**src/rtl/ttc_frame_packer.sv**
```systemverilog
// Buffers one TTC telemetry payload and emits ASM | length | payload | CRC-16 frames
// over a valid/ready byte stream.
module ttc_frame_packer #(
  parameter int          PAYLOAD_LEN  = 220,
  parameter int          IDLE_TIMEOUT = 64,
  parameter logic [31:0] ASM          = 32'h1ACFFC1D
) (
  input  logic        clk,
  input  logic        rst,
  input  logic [7:0]  in_data,
  input  logic        in_en,
  output logic [7:0]  out_data,
  output logic        out_valid,
  input  logic        out_ready,
  output logic        out_sof,
  output logic        out_eof,
  output logic        busy,
  output logic [15:0] frame_cnt,
  output logic [15:0] drop_cnt
);

  localparam logic [3:0] COLLECT = 4'd0;
  localparam logic [3:0] ASM0    = 4'd1;
  localparam logic [3:0] ASM1    = 4'd2;
  localparam logic [3:0] ASM2    = 4'd3;
  localparam logic [3:0] ASM3    = 4'd4;
  localparam logic [3:0] LEN     = 4'd5;
  localparam logic [3:0] PAYLOAD = 4'd6;
  localparam logic [3:0] CRC_HI  = 4'd7;
  localparam logic [3:0] CRC_LO  = 4'd8;

  localparam int          TW       = $clog2(IDLE_TIMEOUT + 1);
  localparam logic [7:0]  LEN_C    = 8'(PAYLOAD_LEN);
  localparam logic [7:0]  LAST_IDX = 8'(PAYLOAD_LEN - 1);
  localparam logic [TW-1:0] TMO_LAST = TW'(IDLE_TIMEOUT - 1);

  logic [3:0]    state;
  logic [7:0]    count;
  logic [TW-1:0] tmo;
  logic [7:0]    rd_ptr;
  logic [7:0]    rd_addr;
  logic [7:0]    rd_data;
  logic [15:0]   crc;
  logic [15:0]   crc_nx;
  logic          xfer;
  logic          start;
  logic [7:0]    mem [PAYLOAD_LEN];

  function automatic logic [15:0] crc_byte(input logic [15:0] c, input logic [7:0] d);
    logic [15:0] r;
    r = c ^ {d, 8'h00};
    for (int i = 0; i < 8; i++) begin
      r = r[15] ? ((r << 1) ^ 16'h1021) : (r << 1);
    end
    return r;
  endfunction

  assign xfer   = out_valid & out_ready;
  assign crc_nx = crc_byte(crc, out_data);
  assign busy   = (state != COLLECT);

  always_comb begin
    start = 1'b0;
    if (state == COLLECT) begin
      if (in_en) start = (count == LAST_IDX);
      else       start = (count != 8'd0) && (tmo == TMO_LAST);
    end
  end

  // rd_data always holds mem[rd_ptr], so the next payload byte is ready at each handshake
  always_comb begin
    rd_addr = rd_ptr;
    if (xfer && (state == LEN || state == PAYLOAD)) rd_addr = rd_ptr + 8'd1;
  end

  always_ff @(posedge clk) begin
    if (state == COLLECT && in_en) mem[count] <= in_data;
    rd_data <= (rd_addr < LEN_C) ? mem[rd_addr] : 8'h00;
  end

  always_ff @(posedge clk or posedge rst) begin
    if (rst) begin
      state     <= COLLECT;
      count     <= 8'd0;
      tmo       <= '0;
      rd_ptr    <= 8'd0;
      crc       <= 16'hFFFF;
      out_data  <= 8'h00;
      out_valid <= 1'b0;
      out_sof   <= 1'b0;
      out_eof   <= 1'b0;
      frame_cnt <= 16'd0;
      drop_cnt  <= 16'd0;
    end else begin
      if (in_en && state != COLLECT && drop_cnt != 16'hFFFF) drop_cnt <= drop_cnt + 16'd1;
      rd_ptr <= rd_addr;
      if (state == COLLECT) begin
        if (in_en) begin
          count <= count + 8'd1;
          tmo   <= '0;
        end else if (count != 8'd0) begin
          tmo <= tmo + 1'b1;
        end
        if (start) begin
          state     <= ASM0;
          out_valid <= 1'b1;
          out_data  <= ASM[31:24];
          out_sof   <= 1'b1;
          crc       <= 16'hFFFF;
          rd_ptr    <= 8'd0;
          tmo       <= '0;
        end
      end else if (xfer) begin
        out_sof <= 1'b0;
        case (state)
          ASM0: begin state <= ASM1; out_data <= ASM[23:16]; end
          ASM1: begin state <= ASM2; out_data <= ASM[15:8]; end
          ASM2: begin state <= ASM3; out_data <= ASM[7:0]; end
          ASM3: begin state <= LEN;  out_data <= count; end
          LEN:  begin state <= PAYLOAD; out_data <= rd_data; end
          PAYLOAD: begin
            crc <= crc_nx;
            if (rd_ptr == count) begin
              state    <= CRC_HI;
              out_data <= crc_nx[15:8];
            end else begin
              out_data <= rd_data;
            end
          end
          CRC_HI: begin
            state    <= CRC_LO;
            out_data <= crc[7:0];
            out_eof  <= 1'b1;
          end
          default: begin
            state     <= COLLECT;
            out_valid <= 1'b0;
            out_data  <= 8'h00;
            out_eof   <= 1'b0;
            frame_cnt <= frame_cnt + 16'd1;
            count     <= 8'd0;
            tmo       <= '0;
          end
        endcase
      end
    end
  end

endmodule

```
**config.mk**
```make
export PLATFORM = sky130hd
export DESIGN_NAME = ttc_frame_packer
export DESIGN_NICKNAME = d
export VERILOG_FILES = /design/src/rtl/ttc_frame_packer.sv
export SDC_FILE = /design/constraint.sdc
export NUM_CORES = 2
export LEC_CHECK = 0
export CAP_MARGIN = 0
export CORE_UTILIZATION = 55
export DETAILED_ROUTE_END_ITERATION = 8
export MAX_ROUTING_LAYER = met4
export PLACE_DENSITY = 0.71
export SLEW_MARGIN = 20
export SYNTH_ARGS = -nofsm -noshare
export SYNTH_HDL_FRONTEND = slang
export SYNTH_SLANG_ARGS = --single-unit
```
**constraint.sdc**
```tcl
create_clock -name clk -period 3.5 [get_ports clk]
set_clock_uncertainty 0.2 [all_clocks]
set_input_delay 0.875 -clock clk [delete_from_list [all_inputs] [get_ports clk]]
set_output_delay 0.875 -clock clk [all_outputs]
set_load 0.01 [all_outputs]
```
# Yosys cells after proc, flatten, opt, wreduce, memory -nomap -nowiden
# Memories as Yosys holds them, arrays and structs flattened. A register that Yosys moved wholly into a read port is not among the register bits.
# Cells that the tools add are included.
# op_classes
add_sub_neg	5
n_lt_le_gt_ge	1
eq_ne	16
muxes	46
bitwise_logic	13
reduce_logical	22
# ops
operator	n
2-to-1 mux 13 bit	8
2-to-1 mux 8 bit	11
2-to-1 mux 16 bit	4
case mux 8 bit (7 select lines)	1
2-to-1 mux 7 bit	6
adder 16 x 1 -> 16 bit (second input constant)	2
case mux 4 bit (7 select lines)	1
inverter 3 bit	8
AND reduction 3 bit	7
adder 8 x 1 -> 8 bit (second input constant)	2
== test 4 x 3 -> 1 bit (second input constant)	4
2-to-1 mux 4 bit	4
inequality test 16 bit (second input constant)	1
bitwise XOR 16 bit	1
2-to-1 mux 1 bit	10
== test 4 x 2 -> 1 bit (second input constant)	2
== test 8 bit	1
== test 8 bit (second input constant)	1
< comparator 8 bit (second input constant)	1
nonzero test 8 bit	1
adder 7 x 1 -> 7 bit (second input constant)	1
== test 7 x 6 -> 1 bit (second input constant)	1
OR reduction 7 bit	1
OR reduction 6 bit	1
other kinds (15)	23
# totals
regBits	86
ram_bits	1760
inputBits	12
out_inout_bits	44
word_cells	115
mem_count	1
# mem_list
name	words	word_bits	read_ports	rd_clocked_by_memory_dff	wr	line_no	text
mem	220	8	1	1	1	47	logic [7:0] mem [PAYLOAD_LEN];

# Longest topological paths before layout
# logic_depth
word_depth	21
mapped_depth	15
mapped_depth_nobuf	10

# Worst setup path after synthesis
# Ideal clock, no wire load.
# synth_path
path_type	in2reg
from	in out_ready
to	reg rd_data[7] (read register of mem)
setup_time_ps	123
t_arrival_ps	3104
required_ps	3177
setup_slack_ps	73
path_stages	10
path_buffers	1
path_cell_list	nand4b_1 buf_2 or4_1 xnor2_2 nor2_1 o221ai_1 a2111oi_0 a21oi_1 a21oi_1 o22ai_1
# synth_between
elab_chain_len	5
# synth_lines
item	line_no	text
start: declaration	14	input logic out_ready,
AND 1 bit (*)	58	assign xfer = out_valid & out_ready;
logical AND 1 bit (*)	73	if (xfer && (state == LEN || state == PAYLOAD)) rd_addr = rd_ptr + 8'd1;
2-to-1 mux 8 bit (*)	73	
< comparator 8 bit	78	rd_data <= (rd_addr < LEN_C) ? mem[rd_addr] : 8'h00;
zero test 1 bit (no line)	--	
end: declaration	42	logic [7:0] rd_data;
# Every way passes the cells marked *; elsewhere a longest branch is shown, timed or not.
# A chain may end at the register's enable or synchronous reset.

# Final worst setup path
# layout_path
from	reg state[3]
to	reg rd_data[7] (read register of mem)
# layout_between
elab_chain_len	6
elab_cells_between_ends	7
classes_between	1 x order compare; 2 x eq/ne; 1 x mux; 3 x reduce/logical
# layout_lines
item	line_no	text
start: declaration	37	logic [3:0] state;
start signal: assignment	83	state <= COLLECT;
start signal: assignment	105	state <= ASM0;
start signal: assignment	116	ASM0: begin state <= ASM1; out_data <= ASM[23:16]; end
== test 4 x 3 -> 1 bit	73	
logical OR 1 bit (*)	73	
logical AND 1 bit (*)	73	
2-to-1 mux 8 bit (*)	73	
< comparator 8 bit	78	
zero test 1 bit (no line)	--	
# Marks and branches as above.

==> impl_metrics.tcl <==
set metrics [dict create \
    yosysMostFrequentCell "edfxtp_1" \
    finalPower_mw 45.0 \
    syn_avg_cell_area_um2 14.9 \
    pin_count 56 \
    max-vdd-ir-drop_uv 588 \
    placement_rows 138 \
    synth_area_leaders "edfxtp_1 (67%), mux4_2 (4.2%), mux2i_1 (3.8%), o221ai_1 (2.5%), nand2_1 (2.2%)" \
    hold_class "in -> async" \
    final_core_util_pct 67.7 \
    die_h_um 380 \
    drive_gt1_share_pct 25.4 \
    dpl_cell_area_mm2 0.0877 \
    maxCapViolations 0 \
    drc 0 \
    portBuffers 55 \
    synthesis.area_mm2 0.0785 \
    num-fill-cells 9297 \
    htreeDepth 4 \
    yosys.area.top_type "edfxtp_1" \
    synthDistinctLibCells 85 \
    synthCells 5278 \
    cts.sinks 1854 \
    cellLeakagePower_nw 32.6 \
    synth_nets 5298 \
    seq_area_frac_synth_pct 70.3 \
    muxShareOfSynthArea_pct 8.32 \
    syn_to_final_growth_pct 22.1 \
    max_stage_delay_ns 0.57 \
    setup_slack_ns -0.129 \
    dieArea_mm2 0.144 \
    worstPathMaxFanout 8 \
    totalWireLength_mm 250 \
    rsz0062_at_grt "true" \
    worstPathArrival_ns 4.12 \
    synth_top_family_by_area "compound AO/OA/AOI/OAI gates" \
    core_area_mm2 0.142 \
    grt_pass1_vias 52900 \
    fmax_mhz 276 \
    grt_use_total_pct 35.0 \
    synth-edff-count 1760 \
    cts_root_buf "clkbuf_16" \
    numCtsBuffers 183 \
    start_util_pct 55.4 \
    drtIter0Drc 8080 \
    slew_viol_final 0 \
    final_cell_count_no_fill 8075 \
    antenna_left 0 \
    ys_warn_count 0 \
    vias 54900 \
    fin_crit_sh_pct 104 \
    critPathCaptureType "flop" \
    crit_required_ns 3.99 \
    ff2ff_path_depth 14 \
    cts_buffer_depth 3 \
    die_w_um 380 \
    yosysTopAreaCellShare_pct 67.3 \
    gp_congestion 0.987 \
    ys.flop_type "edfxtp_1" \
    dr.pass1.iters 6 \
    async_flop_share_pct 4.64 \
    cts_tree "yes" \
    clkLatencyLatePin_ns 0.85 \
    cp_cell_sequence "and4b_2 > buf_4 > a21oi_4 > nor2_4 > buf_12 > buf_16 > buf_12 > buf_4 > mux4_2 > a2111oi_2 > a21oi_1 > a21oi_1 > buf_4 > o22ai_1" \
    antenna_found_initial 9 \
    period_needed_ns 3.63 \
    via_per_inst 6.79 \
    final_cell_area_mm2 0.0958 \
    status "finished with violations" \
    synth-xor-area-share_pct 0.934 \
    critPathLaunchType "flop" \
    powerDensity_mw_per_mm2 470 \
    maxSlewHeadroom_pct 38.9 \
    yosys.area_share.simple_pct 6.43 \
    ys_top_cells_by_count "edfxtp_1 (1,760), nand2_1 (469), nor2_1 (309)" \
    hold_viol 0 \
    clkSlewWorstSetupHoldPaths_ns 0.06 \
    cp_slowest_cell "mux4_2" \
    hpwl_mm 159 \
    violations "negative setup slack" \
    grt_max_degree 118 \
    ys_ff_latch 1854 \
    synthAdderAreaFrac_pct 0.128 \
    tightest_slew_ns 0.917 \
    path_class "reg -> reg" \
    cp_common_cell "buf_4" \
    setup_viol 6 \
    nNetsFinal 6041 \
    synth_compound_area_share_pct 11.3 \
    grt_pass1_wl_mm 357 \
    overflow 0 \
    dp_cells 7666 \
    drt-wirelength-per-cell_um 31.0 \
]
[cells in the final DEF (no fill, tap or decap), drive strengths merged, types with 9 or more instances in the layout]
cell	synthesis	final
mux4	148	148
nor2	314	315
a211oi	46	46
nor2b	18	18
o21a	10	10
clkbuf	210	249
nand4	18	18
nand2	469	469
a221o	9	9
dfrtp	70	70
bufinv	0	19
nand3	122	122
o211ai	20	20
inv	14	18
clkdlybuf4s50	0	45
a21oi	152	152
dfstp	16	16
xor2	34	34
a31oi	86	86
mux2i	299	299
and3	60	60
a32oi	32	32
edfxtp	1760	1760
a22oi	58	58
diode	0	11
a221oi	67	67
o22ai	262	262
o311ai	12	12
and2	11	11
o21ai	196	196
nor3	94	94
buf	214	926
a2111oi	14	14
nor4	16	16
o221ai	224	224
xnor2	48	48
a311oi	23	23
clkinv	1	66
mux2	18	18
[worst paths after layout]
kind	endpoint	slack (ns)	startpoint
worst min register to register	out_sof	0.28	out_sof
worst min-delay path	frame_cnt[15]	0.13	rst
worst max-delay path	rd_data[7]	-0.13	state[3]
min in group clk	mem[199][6]	0.24	in_data[6]
max in group asynchronous	crc[5]	2.31	rst
worst max register to register	rd_data[7]	-0.13	state[3]
[cell families after synthesis]
family | Yosys count
and+or+nand+nor | 1152
buffers and inverters | 439
adders and majority gates | 8
muxes | 465
AOI/OAI and AO/OA | 1278
xor gates and xnor gates | 82
DFF | 1854
[what timing repair did]
item	in CTS	in global routing
buffers inserted	18	33
setup endpoints to repair	9	8
hold buffers	0	0
pin swaps	22	51
resized for setup	102	163
cloned	5	6
[per-layer routing]
layer / track usage [%] / vias to the layer above / share of wire [%] / routed length (um)
li1: - / 22800 / - / -
met1: 45.1 / 27400 / 35 / 88300
met2: 51.6 / 3822 / 46 / 114000
met3: 7.68 / 831 / 13 / 31400
met4: 19.7 / 0 / 6.6 / 16600
met5: - / - / 0 / 0
[sequential cells by signal, indices dropped and copies added (netlist names)]
name,count
tmo,7
rd_ptr,8
out_sof,1
drop_cnt,16
out_valid,1
state,4
mem,1760
out_eof,1
rd_data,8
crc,16
count,8
out_data,8
frame_cnt,16
[critical path: cells and delay by family (launching register included)]
| family | cells | cell delay (ns) |
|---|---|---|
| AND/OR/NAND/NOR | 2 | 0.44 |
| multiplexers | 1 | 0.57 |
| flip-flops | 1 | 0.45 |
| AO/OA/AOI/OAI | 5 | 0.84 |
| buffers and inverters | 6 | 0.95 |
[final cells by class]
| class | instances | area (um2) | share of cell area (%) |
|---|---|---|---|
| repair buffers | 981 | 9590 | 10.0 |
| diodes | 11 | 27.5 | 0.0287 |
| inverters | 15 | 60.1 | 0.0627 |
| well taps | 1890 | 2360 | 2.47 |
| flip-flops and latches | 1854 | 55200 | 57.6 |
| multi-input cells | 2986 | 22500 | 23.4 |
| clock inverters | 95 | 1190 | 1.24 |
| clock buffers | 243 | 4940 | 5.15 |
[per-stage QoR]
stage / setup WS (ns) / hold WS (ns) / setup TNS [ns]
4_1_cts: -0.0776 / 0.114 / -0.236
3_3_place_gp: -1.29 / 0.260 / -9.68
3_5_place_dp: -1.42 / 0.268 / -9.93
2_1_floorplan: 0.0730 / 0.210 / 0
6_report: -0.129 / 0.126 / -0.558
5_1_grt: -0.190 / 0.155 / -0.670
[power breakdown]
part           internal [mW]  switching [mW]
logic                  0.167           0.473
registers               24.3          0.0512
clock network           11.4            8.64
Note: power is estimated with default switching activity, not from simulation.
